### config.mk
export PLATFORM = sky130hd
export DESIGN_NAME = dadder_sched_flat
export DESIGN_NICKNAME = d
export VERILOG_FILES = /design/src/rtl/dadder_sched_if.sv /design/src/rtl/dadder_sched.sv /design/src/flat_wrapper.sv
export SDC_FILE = /design/constraint.sdc
export NUM_CORES = 1
export LEC_CHECK = 0
export ABC_AREA = 1
export BUFFER_PORTS_ARGS = -buffer_cell sky130_fd_sc_hd__buf_2
export CAP_MARGIN = 30
export CORE_AREA = 2 2 162 164
export DETAILED_ROUTE_END_ITERATION = 12
export DIE_AREA = 0 0 164 166
export PLACE_DENSITY_LB_ADDON = 0.05
export REMOVE_ABC_BUFFERS = 1
export SYNTH_ARGS = -nofsm -noshare
export SYNTH_HDL_FRONTEND = slang
export SYNTH_SLANG_ARGS = --single-unit
### constraint.sdc
create_clock -name clk -period 3 [get_ports clk]
set_input_delay 0.3 -clock clk [delete_from_list [all_inputs] [get_ports clk]]
set_output_delay 0.3 -clock clk [all_outputs]
set_load 0.05 [all_outputs]
### src/rtl/dadder_sched_if.sv
// dadder_sched_if: requester and dadder core handshake bundle for dadder_sched
interface dadder_sched_if #(
   parameter int NUM_REQ = 4,
   parameter int DATA_WIDTH = 32
);
   logic [NUM_REQ-1:0] req_valid, req_ready, rsp_valid, rsp_ready;
   logic [NUM_REQ*DATA_WIDTH-1:0] req_a, req_b;
   logic [DATA_WIDTH:0] rsp_sum, add_rsp_sum;
   logic [DATA_WIDTH-1:0] add_a, add_b;
   logic add_valid, add_ready, add_rsp_valid, add_rsp_ready;
   modport master (
      output req_valid, req_a, req_b, rsp_ready, add_ready, add_rsp_valid, add_rsp_sum,
      input  req_ready, rsp_valid, rsp_sum, add_valid, add_a, add_b, add_rsp_ready
   );
   modport slave (
      input  req_valid, req_a, req_b, rsp_ready, add_ready, add_rsp_valid, add_rsp_sum,
      output req_ready, rsp_valid, rsp_sum, add_valid, add_a, add_b, add_rsp_ready
   );
endinterface

### src/rtl/dadder_sched.sv
// dadder_sched: round-robin sharing of one dadder core among NUM_REQ requesters
module dadder_sched #(
   parameter int NUM_REQ = 4,
   parameter int DATA_WIDTH = 32,
   parameter int MAX_OUTSTANDING = 4
) (
   input  logic clk,
   input  logic reset,
   input  logic cp_en,
   input  logic [NUM_REQ-1:0] cp_mask,
   output logic [$clog2(MAX_OUTSTANDING+1)-1:0] cp_outstanding,
   output logic cp_err_unexp,
   dadder_sched_if.slave bus
);
   localparam int IW = $clog2(NUM_REQ);
   localparam int PW = $clog2(MAX_OUTSTANDING);
   localparam int CW = $clog2(MAX_OUTSTANDING + 1);
   typedef enum logic {IDLE, HOLD} state_t;
   state_t state, state_n;
   logic [IW-1:0] rr_ptr, lock_idx, gnt, sel, head_idx;
   logic [IW-1:0] fifo [MAX_OUTSTANDING];
   logic [PW-1:0] head, tail;
   logic [NUM_REQ-1:0] elig;
   logic found, act, push, pop, empty;

   assign elig = bus.req_valid & cp_mask &
                 {NUM_REQ{cp_en && (cp_outstanding < CW'(MAX_OUTSTANDING))}};

   always_comb begin
      found = 1'b0;
      gnt = '0;
      for (int k = 0; k < NUM_REQ; k++)
         if (!found && elig[(int'(rr_ptr) + k) % NUM_REQ]) begin
            found = 1'b1;
            gnt = IW'((int'(rr_ptr) + k) % NUM_REQ);
         end
   end

   // once a transfer is offered it stays locked until the core takes it
   always_comb begin
      sel = state == HOLD ? lock_idx : gnt;
      act = state == HOLD || found;
      push = act && bus.add_ready;
      state_n = act && !bus.add_ready ? HOLD : IDLE;
      bus.add_valid = act;
      bus.add_a = bus.req_a[sel*DATA_WIDTH +: DATA_WIDTH];
      bus.add_b = bus.req_b[sel*DATA_WIDTH +: DATA_WIDTH];
      bus.req_ready = push ? NUM_REQ'(1) << sel : '0;
   end

   assign empty = cp_outstanding == '0;
   assign head_idx = fifo[head];
   assign pop = bus.add_rsp_valid && bus.add_rsp_ready;

   always_comb begin
      bus.rsp_valid = empty || !bus.add_rsp_valid ? '0 : NUM_REQ'(1) << head_idx;
      bus.rsp_sum = bus.add_rsp_sum;
      bus.add_rsp_ready = !empty && bus.rsp_ready[head_idx];
   end

   always_ff @(posedge clk) begin
      if (reset) begin
         state <= IDLE;
         rr_ptr <= '0;
         head <= '0;
         tail <= '0;
         cp_outstanding <= '0;
         cp_err_unexp <= 1'b0;
      end else begin
         state <= state_n;
         if (push) rr_ptr <= sel == IW'(NUM_REQ - 1) ? '0 : sel + 1'b1;
         if (push) tail <= tail + 1'b1;
         if (pop) head <= head + 1'b1;
         cp_outstanding <= cp_outstanding + CW'(push) - CW'(pop);
         if (bus.add_rsp_valid && empty) cp_err_unexp <= 1'b1;
      end
   end

   always_ff @(posedge clk) begin
      if (push) fifo[tail] <= sel;
      if (act) lock_idx <= sel;
   end
endmodule

### src/flat_wrapper.sv
// flat-port wrapper written by rule: the top's interface ports become plain ports
module dadder_sched_flat 
#(
   parameter int NUM_REQ = 4,
   parameter int DATA_WIDTH = 32,
   parameter int MAX_OUTSTANDING = 4
)
  (clk, reset, cp_en, cp_mask, cp_outstanding, cp_err_unexp, bus_req_valid, bus_req_a, bus_req_b, bus_rsp_ready, bus_add_ready, bus_add_rsp_valid, bus_add_rsp_sum, bus_req_ready, bus_rsp_valid, bus_rsp_sum, bus_add_valid, bus_add_a, bus_add_b, bus_add_rsp_ready);
  dadder_sched_if #(.NUM_REQ(NUM_REQ), .DATA_WIDTH(DATA_WIDTH)) bus_i ();
  input  logic clk;
  input  logic reset;
  input  logic cp_en;
  input  logic [NUM_REQ-1:0] cp_mask;
  output logic [$clog2(MAX_OUTSTANDING+1)-1:0] cp_outstanding;
  output logic cp_err_unexp;
  input wire logic [$bits(bus_i.req_valid)-1:0] bus_req_valid;
  input wire logic [$bits(bus_i.req_a)-1:0] bus_req_a;
  input wire logic [$bits(bus_i.req_b)-1:0] bus_req_b;
  input wire logic [$bits(bus_i.rsp_ready)-1:0] bus_rsp_ready;
  input wire logic [$bits(bus_i.add_ready)-1:0] bus_add_ready;
  input wire logic [$bits(bus_i.add_rsp_valid)-1:0] bus_add_rsp_valid;
  input wire logic [$bits(bus_i.add_rsp_sum)-1:0] bus_add_rsp_sum;
  output wire logic [$bits(bus_i.req_ready)-1:0] bus_req_ready;
  output wire logic [$bits(bus_i.rsp_valid)-1:0] bus_rsp_valid;
  output wire logic [$bits(bus_i.rsp_sum)-1:0] bus_rsp_sum;
  output wire logic [$bits(bus_i.add_valid)-1:0] bus_add_valid;
  output wire logic [$bits(bus_i.add_a)-1:0] bus_add_a;
  output wire logic [$bits(bus_i.add_b)-1:0] bus_add_b;
  output wire logic [$bits(bus_i.add_rsp_ready)-1:0] bus_add_rsp_ready;
  assign bus_i.req_valid = bus_req_valid;
  assign bus_i.req_a = bus_req_a;
  assign bus_i.req_b = bus_req_b;
  assign bus_i.rsp_ready = bus_rsp_ready;
  assign bus_i.add_ready = bus_add_ready;
  assign bus_i.add_rsp_valid = bus_add_rsp_valid;
  assign bus_i.add_rsp_sum = bus_add_rsp_sum;
  assign bus_req_ready = bus_i.req_ready;
  assign bus_rsp_valid = bus_i.rsp_valid;
  assign bus_rsp_sum = bus_i.rsp_sum;
  assign bus_add_valid = bus_i.add_valid;
  assign bus_add_a = bus_i.add_a;
  assign bus_add_b = bus_i.add_b;
  assign bus_add_rsp_ready = bus_i.add_rsp_ready;
  dadder_sched #(.NUM_REQ(NUM_REQ), .DATA_WIDTH(DATA_WIDTH), .MAX_OUTSTANDING(MAX_OUTSTANDING)) u_core (.clk(clk), .reset(reset), .cp_en(cp_en), .cp_mask(cp_mask), .cp_outstanding(cp_outstanding), .cp_err_unexp(cp_err_unexp), .bus(bus_i));
endmodule
==> impl_metrics.ini <==
[detailed_routing]
num_vias = 6617
wirelength_um = 25300
routedWlPerCell_um = 15.7
drcViolationCount = 0
routed_via_density = 4.10
detail-route-antenna-nets = 0
drtPass1Iterations = 4
drt_iter0_markers = 267

[global_route]
grt_pass1_wl_um = 35900
grt_overflow_total = 0
antenna_found_initial = 12
grt_usage_pct = 17.0
grt_pass1_vias = 6272
grt_max_degree = 77

[synthesis]
ys_types = 27
synth.top_cells.by_count = inv_1 (288), nand3_1 (276), nand2_1 (237)
synth_simple_gate_area_share_pct = 49.3
synth_most_common_cell = inv_1
synth_top_family_by_area = simple AND/OR/NAND/NOR gates
synth_top_area_share_pct = 27.8
synthFlopType = dfxtp_1
synth_area_leader_cell = nand3_1
yosys-mux-area-fraction_pct = 0
synth_area_um2 = 4960
synth-warning-count = 0
ys_ff_latch = 23
synth-edff-count = 10
synth_compound_area_share_pct = 1.77
synthTopCellsByArea = nand3_1 (28%), inv_1 (22%), nand2_1 (18%), buf_4 (6.8%), edfxtp_1 (6.1%)
netlist_instances = 988
yosys.area_share.adder_pct = 2.92
syn_avg_cell_area_um2 = 5.02
seq_area_frac_synth_pct = 11.3
async_reset_ff_share_pct = 0
yosys.area_share.xor_xnor_pct = 0.857

[clock_network]
clock_sinks = 23
holdBufCountCts = 0
cts_inserted_buffers = 3
cts_tree = built
path_clk_slew_ns = 0.07
cts-htree-levels = 1
root_buffer = clkbuf_16
clockBufferDepth = 2
clock_latency_ns = 0.26

[min_path]
hold_depth = 2
hold_path.class = in -> reg
hold_start = bus_add_ready

[critical_path]
crit_end = bus_add_b[3]
critPathKind = reg -> out
worstPathRequired_ns = 2.70
endpoint_kind = primary output
r2r_end = u_core.cp_outstanding[2]
setup.worst_path.start = u_core.rr_ptr[0]
reg2reg_slack_ns = 0.31
crit_path_max_fanout = 34
reg2regPathDepth = 16
critPathArrivalTime_ns = 2.50
cp-start-kind = flop

[final_layout]
area_delta_synth_final_pct = 43.2
nets = 1588
nFillCells = 3089
multi_input_area_um2 = 2780
regArea_um2 = 567
drive_above_1_share_pct = 30.8

[floorplanning]
die_h_um = 166
core_region_area_um2 = 25600
die_w_um = 164
row_count = 59
start_util_pct = 19.4
dieArea_um2 = 27200
ios = 417

[timing]
finalHoldViolCount = 0
max_freq_ghz = 0.357
final_max_slew_viol_count = 0
hold_ws_ns = 0.245
tightest_slew_ns = 0.473
rsz0062_at_grt = true
setup_violations = 0
relSlewSlack_pct = 68.5
timing.final.crit_share_pct = 93.4
skew_ns = 0.00595
min_period_ns = 2.80

[status]
status = finished, final reports clean

[run]
drv_cap = 0

[placed_design]
routabilityCongestion = 0.794
io_buffers = 350
hpwl_um = 19200
[layout make-up]
cell class,instances,area share [%]
Sequential cell,23,7.98
Tap cell,335,5.90
Clock buffer,3,1.06
Clock inverter,1,0.0704
Inverter,290,15.3
Antenna cell,8,0.282
Timing Repair Buffer,369,30.3
Multi-Input combinational cell,584,39.1
[metal layers]
layer	GRT usage [%]	share of wire [%]	routed length, um	vias to the layer above
met1	19.4	40	10200	2867
li1	-	-	-	3486
met4	2.44	0.30	76	10
met3	8.19	10	2640	17
met2	28.8	48	12200	237
met5	3.09	0.65	164	-
[placed cells by master (no fill, tap or decap), drive strengths merged]
cell,count
clkinv,1
buf,342
inv,290
nand2,240
nor3,3
xor2,3
nor2,28
edfxtp,10
diode,8
ha,10
or2,2
a211oi,1
nand4,2
dfxtp,13
xnor2,1
clkbuf,30
fa,1
a21oi,8
nand3,277
o21ai,8
[kinds of logic after synthesis]
logic type | count (synthesis)
XOR/XNOR | 4
AND/OR/NAND/NOR | 551
AO/OA/AOI/OAI | 17
buffers and inverters | 382
flip-flops | 23
adder cells (fa/ha/maj) | 11
[metrics by stage]
stage / area, um2 / cells / setup TNS (ns) / setup WS, ns / util (%)
3_3_place_gp: 6770 / 1595 / 0 / 0.232 / 26.4
6_report: 7110 / 1613 / 0 / 0.198 / 27.7
5_1_grt: 7100 / 1611 / -0.395 / -0.0278 / 27.7
2_1_floorplan: 4370 / 896 / -174.09 / -2.79 / -
3_5_place_dp: 6770 / 1595 / 0 / 0.179 / 26.4
4_1_cts: 6860 / 1599 / 0 / 0.0573 / 26.8
[worst max-delay path, stage by stage, from the launching register on]
cell,delay [ns]
dfxtp_4,0.43
inv_2,0.07
nand3_1,0.10
nand2_1,0.10
o21ai_1,0.20
nand3_1,0.12
nor2_1,0.11
nor2_1,0.05
nand2_1,0.11
nand2_4,0.09
inv_2,0.15
buf_12,0.21
nand3_1,0.10
nand2_1,0.08
buf_2,0.28
[how the worst min path moves through the flow]
stage / endpoint / slack [ns]
final: u_core.state / 0.24
after floorplan: u_core.cp_err_unexp / 0.37
after global routing: u_core.state / 0.26
after global placement: u_core.cp_err_unexp / 0.44
after detailed placement: u_core.cp_err_unexp / 0.44
after CTS: u_core.state / 0.24
[state kept, by name, summed over array words and instances (netlist names), named ones only]
signal / flops
u_core.fifo: 8
u_core.cp_outstanding: 3
u_core.head: 2
u_core.lock_idx: 2
u_core.rr_ptr: 2
u_core.tail: 2
u_core.cp_err_unexp: 1
u_core.state: 1
[timing repair]
action / 4_1_cts / 5_1_grt
resized for setup: 1 / 44
pin swaps: 0 / 2
buffers inserted: 0 / 1
setup endpoints to repair: 48 / 67
gates cloned: 0 / 5
Power is left out: the tool's default activity adds up to more than one toggle a clock period on the data nets, which glitch-free logic cannot reach.
